**src/rtl/cin_auto_align.sv**
```systemverilog
// Hardware IDELAY eye-scan and bitslip training engine.
// Channels are trained one at a time: sweep taps, centre on the widest clean window, then slip to the training word.
module cin_auto_align #(
   parameter int                    NCHAN         = 1,
   parameter int                    TAP_BITS      = 5,
   parameter int                    DATA_WIDTH    = 4,
   parameter logic [DATA_WIDTH-1:0] TRAIN_WORD    = DATA_WIDTH'(4'h6),
   parameter int                    SETTLE_CYCLES = 16,
   parameter int                    DWELL_CYCLES  = 1024,
   parameter int                    MIN_EYE       = 4
) (
   input  logic                          sysclk_i,
   input  logic                          rst_i,
   input  logic                          start_i,
   input  logic [NCHAN-1:0]              chan_mask_i,
   input  logic [NCHAN-1:0]              biterr_i,
   input  logic [NCHAN*DATA_WIDTH-1:0]   data_i,
   output logic [NCHAN-1:0]              idelay_load_o,
   output logic [TAP_BITS-1:0]           idelay_value_o,
   output logic [NCHAN-1:0]              bitslip_o,
   output logic                          busy_o,
   output logic                          done_o,
   output logic [NCHAN-1:0]              fail_o,
   output logic [NCHAN*TAP_BITS-1:0]     eye_center_o,
   output logic [NCHAN*(TAP_BITS+1)-1:0] eye_width_o
);

   localparam int CH_W    = (NCHAN > 1) ? $clog2(NCHAN) : 1;
   localparam int CNT_MAX = (SETTLE_CYCLES > DWELL_CYCLES) ? SETTLE_CYCLES : DWELL_CYCLES;
   localparam int CNT_W   = $clog2(CNT_MAX + 1);
   localparam int SLIP_W  = $clog2(DATA_WIDTH + 1);
   localparam int LEN_W   = TAP_BITS + 1;

   typedef enum logic [3:0] {
      S_IDLE, S_SELECT, S_LOAD, S_SETTLE, S_DWELL, S_EVAL,
      S_CENTER, S_CHECK, S_SLIP, S_NEXT, S_DONE
   } state_t;

   state_t              state, state_nxt;
   logic [CH_W-1:0]     ch;
   logic [NCHAN-1:0]    mask_q;
   logic [TAP_BITS-1:0] tap;
   logic [TAP_BITS-1:0] run_start, best_start;
   logic [LEN_W-1:0]    run_len, best_len;
   logic                err;
   logic [CNT_W-1:0]    cnt;
   logic [SLIP_W-1:0]   slips;
   logic                checking;   // settle leads to CHECK rather than DWELL

   logic [NCHAN-1:0]    fail_q;
   logic [NCHAN*TAP_BITS-1:0] center_q;
   logic [NCHAN*LEN_W-1:0]    width_q;

   logic [NCHAN-1:0]    ch_sel;
   logic [LEN_W-1:0]    run_len_inc;
   logic [TAP_BITS-1:0] center;
   logic                word_match;
   logic                settle_last, dwell_last, tap_last;

   assign ch_sel      = NCHAN'(1) << ch;
   assign run_len_inc = run_len + LEN_W'(1);
   assign center      = best_start + TAP_BITS'(best_len >> 1);
   assign word_match  = (data_i[ch*DATA_WIDTH +: DATA_WIDTH] == TRAIN_WORD);
   assign settle_last = (cnt == CNT_W'(SETTLE_CYCLES - 1));
   assign dwell_last  = (cnt == CNT_W'(DWELL_CYCLES - 1));
   assign tap_last    = (tap == {TAP_BITS{1'b1}});

   assign fail_o       = fail_q;
   assign eye_center_o = center_q;
   assign eye_width_o  = width_q;

   // NOTE: every always_comb output gets a default before the case so no path leaves it unassigned (no latches).
   always_comb begin
      state_nxt      = state;
      idelay_load_o  = '0;
      idelay_value_o = '0;
      bitslip_o      = '0;
      busy_o         = (state != S_IDLE) && (state != S_DONE);
      done_o         = (state == S_DONE);
      case (state)
         S_IDLE:   if (start_i) state_nxt = S_SELECT;
         S_SELECT: state_nxt = mask_q[ch] ? S_LOAD : S_NEXT;
         S_LOAD: begin
            idelay_load_o  = ch_sel;
            idelay_value_o = tap;
            state_nxt      = S_SETTLE;
         end
         S_SETTLE: if (settle_last) state_nxt = checking ? S_CHECK : S_DWELL;
         S_DWELL:  if (dwell_last) state_nxt = S_EVAL;
         S_EVAL:   state_nxt = tap_last ? S_CENTER : S_LOAD;
         S_CENTER: state_nxt = (best_len < LEN_W'(MIN_EYE)) ? S_NEXT : S_LOAD;
         S_CHECK: begin
            if (word_match || slips == SLIP_W'(DATA_WIDTH)) state_nxt = S_NEXT;
            else                                             state_nxt = S_SLIP;
         end
         S_SLIP: begin
            bitslip_o = ch_sel;
            state_nxt = S_SETTLE;
         end
         S_NEXT:  state_nxt = (ch == CH_W'(NCHAN - 1)) ? S_DONE : S_SELECT;
         S_DONE:  state_nxt = S_IDLE;
         default: state_nxt = S_IDLE;
      endcase
   end

   // NOTE: sequential state uses non-blocking assignments only, so every register sees pre-edge values.
   always_ff @(posedge sysclk_i) begin
      if (rst_i) begin
         state      <= S_IDLE;
         ch         <= '0;
         mask_q     <= '0;
         tap        <= '0;
         run_start  <= '0;
         run_len    <= '0;
         best_start <= '0;
         best_len   <= '0;
         err        <= 1'b0;
         cnt        <= '0;
         slips      <= '0;
         checking   <= 1'b0;
         fail_q     <= '0;
         center_q   <= '0;
         width_q    <= '0;
      end else begin
         state <= state_nxt;
         case (state)
            S_IDLE: begin
               if (start_i) begin
                  mask_q   <= chan_mask_i;
                  fail_q   <= '0;
                  center_q <= '0;
                  width_q  <= '0;
                  ch       <= '0;
               end
            end
            S_SELECT: begin
               tap        <= '0;
               run_start  <= '0;
               run_len    <= '0;
               best_start <= '0;
               best_len   <= '0;
               slips      <= '0;
               checking   <= 1'b0;
            end
            S_LOAD: begin
               cnt <= '0;
               err <= 1'b0;
            end
            S_SETTLE: cnt <= settle_last ? '0 : cnt + CNT_W'(1);
            S_DWELL: begin
               err <= err | biterr_i[ch];
               cnt <= cnt + CNT_W'(1);
            end
            S_EVAL: begin
               if (!err) begin
                  if (run_len == '0) run_start <= tap;
                  run_len <= run_len_inc;
                  // Strictly greater: the lowest of equal-width windows is kept.
                  if (run_len_inc > best_len) begin
                     best_start <= (run_len == '0) ? tap : run_start;
                     best_len   <= run_len_inc;
                  end
               end else begin
                  run_len <= '0;
               end
               if (!tap_last) tap <= tap + TAP_BITS'(1);
            end
            S_CENTER: begin
               center_q[ch*TAP_BITS +: TAP_BITS] <= center;
               width_q[ch*LEN_W +: LEN_W]        <= best_len;
               if (best_len < LEN_W'(MIN_EYE)) begin
                  fail_q[ch] <= 1'b1;
               end else begin
                  tap      <= center;
                  checking <= 1'b1;
               end
            end
            S_CHECK: begin
               if (!word_match) begin
                  if (slips == SLIP_W'(DATA_WIDTH)) fail_q[ch] <= 1'b1;
                  else                              slips <= slips + SLIP_W'(1);
               end
            end
            S_SLIP: cnt <= '0;
            S_NEXT: if (ch != CH_W'(NCHAN - 1)) ch <= ch + CH_W'(1);
            default: ;
         endcase
      end
   end

endmodule

```
**config.mk**
```make
export PLATFORM = sky130hd
export DESIGN_NAME = cin_auto_align
export DESIGN_NICKNAME = d
export VERILOG_FILES = /design/src/rtl/cin_auto_align.sv
export SDC_FILE = /design/constraint.sdc
export NUM_CORES = 1
export LEC_CHECK = 0
export ABC_AREA = 0
export CORE_UTILIZATION = 55
export DETAILED_ROUTE_END_ITERATION = 10
export PLACE_DENSITY = 0.77
export SYNTH_ARGS = -nofsm -noshare
export SYNTH_HDL_FRONTEND = slang
export SYNTH_SLANG_ARGS = --single-unit
```
**constraint.sdc**
```tcl
create_clock -name sysclk_i -period 2.8 [get_ports sysclk_i]
set_input_delay 0.84 -clock sysclk_i [delete_from_list [all_inputs] [get_ports sysclk_i]]
set_output_delay 0.84 -clock sysclk_i [all_outputs]
set_load 0.005 [all_outputs]
```
==> results of run 1 <==
## cells in the final DEF (no fill, tap or decap), drive strengths merged, types with 13 or more instances in the layout
cell,n
clkdlybuf4s50,28
nor2,48
nand3,17
inv,20
a21oi,28
xnor2,13
nand2b,16
nand2,33
dfxtp,60
buf,14
ha,17
## what timing repair did
item | CTS | global route
hold endpoints to repair | 0 | 0
endpoints found under the setup margin | 0 | 16
gates resized for setup | 0 | 5
## logic make-up (layout without fill, tap and decap cells)
family,Yosys count,in the layout,share of synthesized area
buf+inv,44,77,0.0605
xor+xnor,17,17,0.0453
mux,8,8,0.0263
fa+ha+maj,18,18,0.0708
simple gates,165,165,0.257
flops,60,60,0.365
compound gates,84,84,0.174
## worst paths after layout
check / start / end / cells after the start
setup / recovery: state[1] / idelay_value_o[1] / 3
hold / removal: run_start[4] / run_start[4] / 2
setup reg to reg: run_len[0] / best_len[0] / 9
hold reg to reg: run_start[4] / run_start[4] / 2
## worst max-delay path, cell delays in order (launching register included)
cell	delay, ns
dfxtp_1	0.45
nor2b_2	0.33
and3_1	0.21
clkdlybuf4s50_1	0.50
## where the power goes
part,total [µW],switching [µW],internal (µW)
combinational,570,326,244
clock,705,382,323
sequential,953,57.7,895
## through the flow
stage / hold WS (ns) / setup WS (ns) / area (µm²) / utilization / power, µW
4_1_cts: 0.461 / 0.0273 / 3810 / 0.675 / 2230
3_5_place_dp: 0.451 / 0.0797 / 3630 / 0.644 / 1530
6_report: 0.461 / 0.130 / 3830 / 0.679 / 2230
2_1_floorplan: 0.434 / 0.464 / 3290 / - / 1370
3_3_place_gp: 0.442 / 0.206 / 3630 / 0.644 / 1520
5_1_grt: 0.477 / 0.0345 / 3830 / 0.679 / 2360
## sequential cells by signal, summed over array words and instances, names as in the netlist
name and cells:
cnt 11, best_len 6, eye_width_o 6, run_len 6, best_start 5, eye_center_o 5
run_start 5, tap 5, state 4, slips 3, checking 1, err 1
fail_o 1, mask_q 1
## layout make-up
class	instances	share of cell area
multi-input combinational	292	0.498
sequential	60	0.314
timing repair buffer	42	0.100
clock buffer	9	0.0323
tap	72	0.0235
inverter	19	0.0186
clock inverter	7	0.0137
## routing by layer
metal / vias to the layer above / part of all wire / GRT usage
li1: 1460 / - / -
met1: 1319 / 0.48 / 0.335
met2: 54 / 0.47 / 0.402
met3: 15 / 0.035 / 0.0437
met4: 0 / 0.021 / 0.124
met5: - / 0 / 0
==> results.sh, run 1 <==
export IMPL_outcome="completed"
export IMPL_syn_nets=423
export IMPL_hold_viol_final=0
export IMPL_cts_tree="done"
export IMPL_synth_flop_cell="dfxtp_1"
export IMPL_hold_class="flop to flop"
export IMPL_yosysTopAreaCell="dfxtp_1"
export IMPL_stdcell_count=501
export IMPL_async_reset_ff_frac=0
export IMPL_yosysWarnings=0
export IMPL_post_route_period_util=0.954
export IMPL_dr_pass1_iters=4
export IMPL_drt_wl_total_mm=7.19
export IMPL_ir_worst_vdd_mv=0.366
export IMPL_synthCells=396
export IMPL_drv_slew=0
export IMPL_finalSetupViolCount=0
export IMPL_htreeDepth=3
export IMPL_synth_commonest_cells="dfxtp_1 (60), nor2_1 (48), nand2_1 (33)"
export IMPL_place_inst=485
export IMPL_synth_top_area_share=0.365
export IMPL_grt_start_max_net_pins=22
export IMPL_regArea_mm2=0.00120
export IMPL_yosysMostFrequentCell="dfxtp_1"
export IMPL_overflow=0
export IMPL_numPortBuffers=29
export IMPL_cp_end_kind="output port"
export IMPL_antenna_found_initial=0
export IMPL_cts_buffer_depth=2
export IMPL_die_y_um=79.3
export IMPL_critPathKind="flop to output port"
export IMPL_grt_pass1_wl_mm=12.4
export IMPL_antennaDiodeCount=0
export IMPL_dieArea_mm2=0.00629
export IMPL_ios=30
export IMPL_rsz0062_at_grt="false"
export IMPL_drt_iter0_drc=179
export IMPL_powerDensity_mw_per_mm2=582
export IMPL_drtAntennaViolNets=0
export IMPL_worst_pin_slew_ns=0.867
export IMPL_num_fill_cells=451
export IMPL_layout_drive_gt1_share=0.100
export IMPL_die_x_um=79.3
export IMPL_fp_row_count=27
export IMPL_synth_seq_area_share=0.365
export IMPL_ys_types=53
export IMPL_p_leak_uw=0.00138
export IMPL_synth_area_leaders="dfxtp_1 (37%), ha_1 (6.5%), nor2_1 (5.5%)"
export IMPL_skew_ns=0.00950
export IMPL_grt_total_usage=0.255
export IMPL_viasPerCell=5.68
export IMPL_fmax_mhz=374
export IMPL_cts_made_buffers=9
export IMPL_synth_edf_count=0
export IMPL_timing_setup_tns_ns=0
export IMPL_cp_data_arrival_time_ns=1.83
export IMPL_gp_congestion=0.905
export IMPL_cts_setup_buffers=0
export IMPL_drv_cap=0
export IMPL_timing_slew_headroom=0.417
export IMPL_start_util=0.583
export IMPL_period_needed_ns=2.67
export IMPL_multi_input_area_mm2=0.00191
export IMPL_via_count=2848
export IMPL_avgSynthCellArea_um2=8.30
export IMPL_path_clk_slew_ns=0.07
export IMPL_cp_max_fo=7
export IMPL_cts_num_sinks=60
export IMPL_drc=0
export IMPL_clock_latency_ns=0.34
export IMPL_synth_cell_area_mm2=0.00329
export IMPL_wl_per_cell_um=14.4
export IMPL_grt_pass1_vias=2735
export IMPL_cp_start_kind="flop"
export IMPL_synth_seq_cells=60
export IMPL_hpwl_mm=5.22
export IMPL_reg2reg_slack_ns=0.24
export IMPL_layout_nets=451
export IMPL_syn_to_final_growth_pct=16.5
export IMPL_root_buffer="clkbuf_8"
export IMPL_cp_data_required_time_ns=1.96
export IMPL_ctsHoldBuffers=0
export IMPL_core_region_area_mm2=0.00564
Note: power is estimated with default switching activity, not from simulation.
==> run 2: changes to the inputs <==
--- a/config.mk
+++ b/config.mk
@@ -6,6 +6,7 @@
 export NUM_CORES = 1
 export LEC_CHECK = 0
 export ABC_AREA = 0
+export CORE_ASPECT_RATIO = 1.1
 export CORE_UTILIZATION = 55
 export DETAILED_ROUTE_END_ITERATION = 10
 export PLACE_DENSITY = 0.77
==> run 2 against run 1 <==
Against the previous run:
- sequential share of layout area down 0.68 points
- via count up 3.5%
- final cell count up 1.4%
- worst setup slack better by 0.0033 ns
- power up 13%
- wire length up 3.2%
- critical endpoint is now busy_o
- highest routed layer unchanged
==> results.sh, run 2 (synthesis gave the netlist of run 1 again) <==
export IMPL_drt_iter0_drc=225
export IMPL_fp_row_count=29
export IMPL_drt_wl_total_mm=7.42
export IMPL_post_route_period_util=0.953
export IMPL_finalSetupViolCount=0
export IMPL_hold_path_depth=2
export IMPL_viasPerCell=5.80
export IMPL_wl_per_cell_um=14.6
export IMPL_overflow=0
export IMPL_numPortBuffers=29
export IMPL_grt_total_usage=0.252
export IMPL_skew_ns=0.0119
export IMPL_r2r_end="best_len[4]"
export IMPL_timing_slew_headroom=0.448
export IMPL_drc=0
export IMPL_critPathKind="flop to output port"
export IMPL_htreeDepth=3
export IMPL_p_leak_uw=0.00144
export IMPL_fin_hold_ws_ns=0.454
export IMPL_cp_start_kind="flop"
export IMPL_grt_pass1_vias=2666
export IMPL_dr_pass1_iters=4
export IMPL_grt_pass1_wl_mm=12.0
export IMPL_cts_num_sinks=60
export IMPL_root_buffer="clkbuf_8"
export IMPL_syn_to_final_growth_pct=19.2
export IMPL_reg2reg_slack_ns=0.17
export IMPL_cts_made_buffers=9
export IMPL_rr_worst_depth=9
export IMPL_path_clk_slew_ns=0.07
export IMPL_fmax_mhz=375
export IMPL_regMostFlops="cnt"
export IMPL_die_y_um=83.1
export IMPL_dieArea_mm2=0.00629
export IMPL_drv_cap=0
export IMPL_cts_buffer_depth=2
export IMPL_antenna_found_initial=0
export IMPL_largest_register_ff_count=11
export IMPL_r2r_start="run_len[0]"
export IMPL_start_util=0.570
export IMPL_ir_worst_vdd_mv=0.329
export IMPL_die_x_um=75.7
export IMPL_clock_latency_ns=0.35
export IMPL_path_cells="buf_4 -> or2b_1 -> nand3_1 -> clkdlybuf4s50_1"
export IMPL_final_cell_mix="dfxtp_1 (59), nor2_1 (48), nand2_1 (33), a21oi_1 (28), clkdlybuf4s50_1 (28)"
export IMPL_rsz0062_at_grt="false"
export IMPL_drtAntennaViolNets=0
export IMPL_critPathMaxStageDelay_ns=0.50
export IMPL_layout_drive_gt1_share=0.0998
export IMPL_cp_data_arrival_time_ns=1.83
export IMPL_worst_pin_slew_ns=0.821
export IMPL_outcome="completed"
export IMPL_path_delay_family="buffers and inverters"
export IMPL_layout_commonest_cell="dfxtp_1"
export IMPL_powerDensity_mw_per_mm2=644
export IMPL_period_needed_ns=2.67
export IMPL_hpwl_mm=5.27
export IMPL_layout_nets=453
export IMPL_path_buf_inv=2
export IMPL_drv_slew=0
export IMPL_cp_data_required_time_ns=1.96
export IMPL_cp_max_fo=7
export IMPL_cp_end_kind="output port"
export IMPL_gp_congestion=0.905
export IMPL_min_to="run_start[3]"
export IMPL_grt_start_max_net_pins=27
export IMPL_ios=30
export IMPL_hold_viol_final=0
export IMPL_hold_class="flop to flop"
export IMPL_via_count=2948
export IMPL_antennaDiodeCount=0
export IMPL_core_region_area_mm2=0.00577
export IMPL_cts_tree="done"
export IMPL_hp_start="run_start[3]"
export IMPL_crit_slowest_cell="clkdlybuf4s50_1"
export IMPL_timing_setup_tns_ns=0
==> run 2: changes by cell type in the layout (fill, tap and decap cells not counted), sizes merged <==
cell | before | now
clkinvlp | 4 | 0
bufinv | 0 | 3
clkbuf | 9 | 12
buf | 14 | 16
clkinv | 2 | 1
inv | 20 | 19
==> run 2: metrics by stage <==
stage | power [µW] | setup slack (ns) | util | area [µm²] | cells
2_1_floorplan | 1370 | 0.464 | - | 3290 | 396
3_3_place_gp | 1520 | 0.220 | 0.633 | 3650 | 492
3_5_place_dp | 1540 | 0.0705 | 0.633 | 3650 | 492
4_1_cts | 2520 | 0.0238 | 0.677 | 3910 | 508
5_1_grt | 2630 | 0.0206 | 0.679 | 3920 | 508
6_report | 2520 | 0.133 | 0.679 | 3920 | 508
==> run 2: layout make-up <==
type | count | area (µm²)
sequential | 60 | 1200
timing repair buffer | 44 | 398
fill | 455 | 1850
clock buffer | 12 | 155
inverter | 19 | 71.3
tap | 77 | 96.3
clock inverter | 4 | 95.1
multi-input combinational | 292 | 1900
==> run 2: worst min-delay path, delay by kind of cell (launching register included) <==
| kind | cells | cell delay, ns |
|---|---|---|
| DFF | 1 | 0.31 |
| AOI/OAI and AO/OA | 1 | 0.05 |
| and+or+nand+nor | 1 | 0.05 |
==> run 2: report_power, final <==
part / switching, µW / internal (µW) / leakage, µW
registers: 60.4 / 896 / 0.000485
logic: 334 / 246 / 0.000824
clock network: 346 / 639 / 0.000127
total: 741 / 1780 / 0.00144
==> run 2: worst max path at each step <==
stage	startpoint	end	slack (ns)	cells after the start
2_1_floorplan	run_len[0]	best_len[0]	0.46	10
3_3_place_gp	run_len[0]	best_len[2]	0.22	9
3_5_place_dp	run_len[0]	best_len[4]	0.07	9
4_1_cts	state[1]	bitslip_o	0.02	3
5_1_grt	run_len[0]	best_len[1]	0.02	9
6_report	state[3]	busy_o	0.13	4
==> run 2: repair_timing <==
action / in CTS / in global routing
endpoints found under the setup margin: 2 / 10
hold buffers: 0 / 0
gates resized for setup: 1 / 3
hold endpoints to repair: 0 / 0
setup buffers: 0 / 0
==> run 2: per-layer routing <==
metal / GRT usage / routed length (µm)
met3: 0.0631 / 390
met5: 0 / 0
met2: 0.383 / 3460
met4: 0.121 / 155
met1: 0.327 / 3420
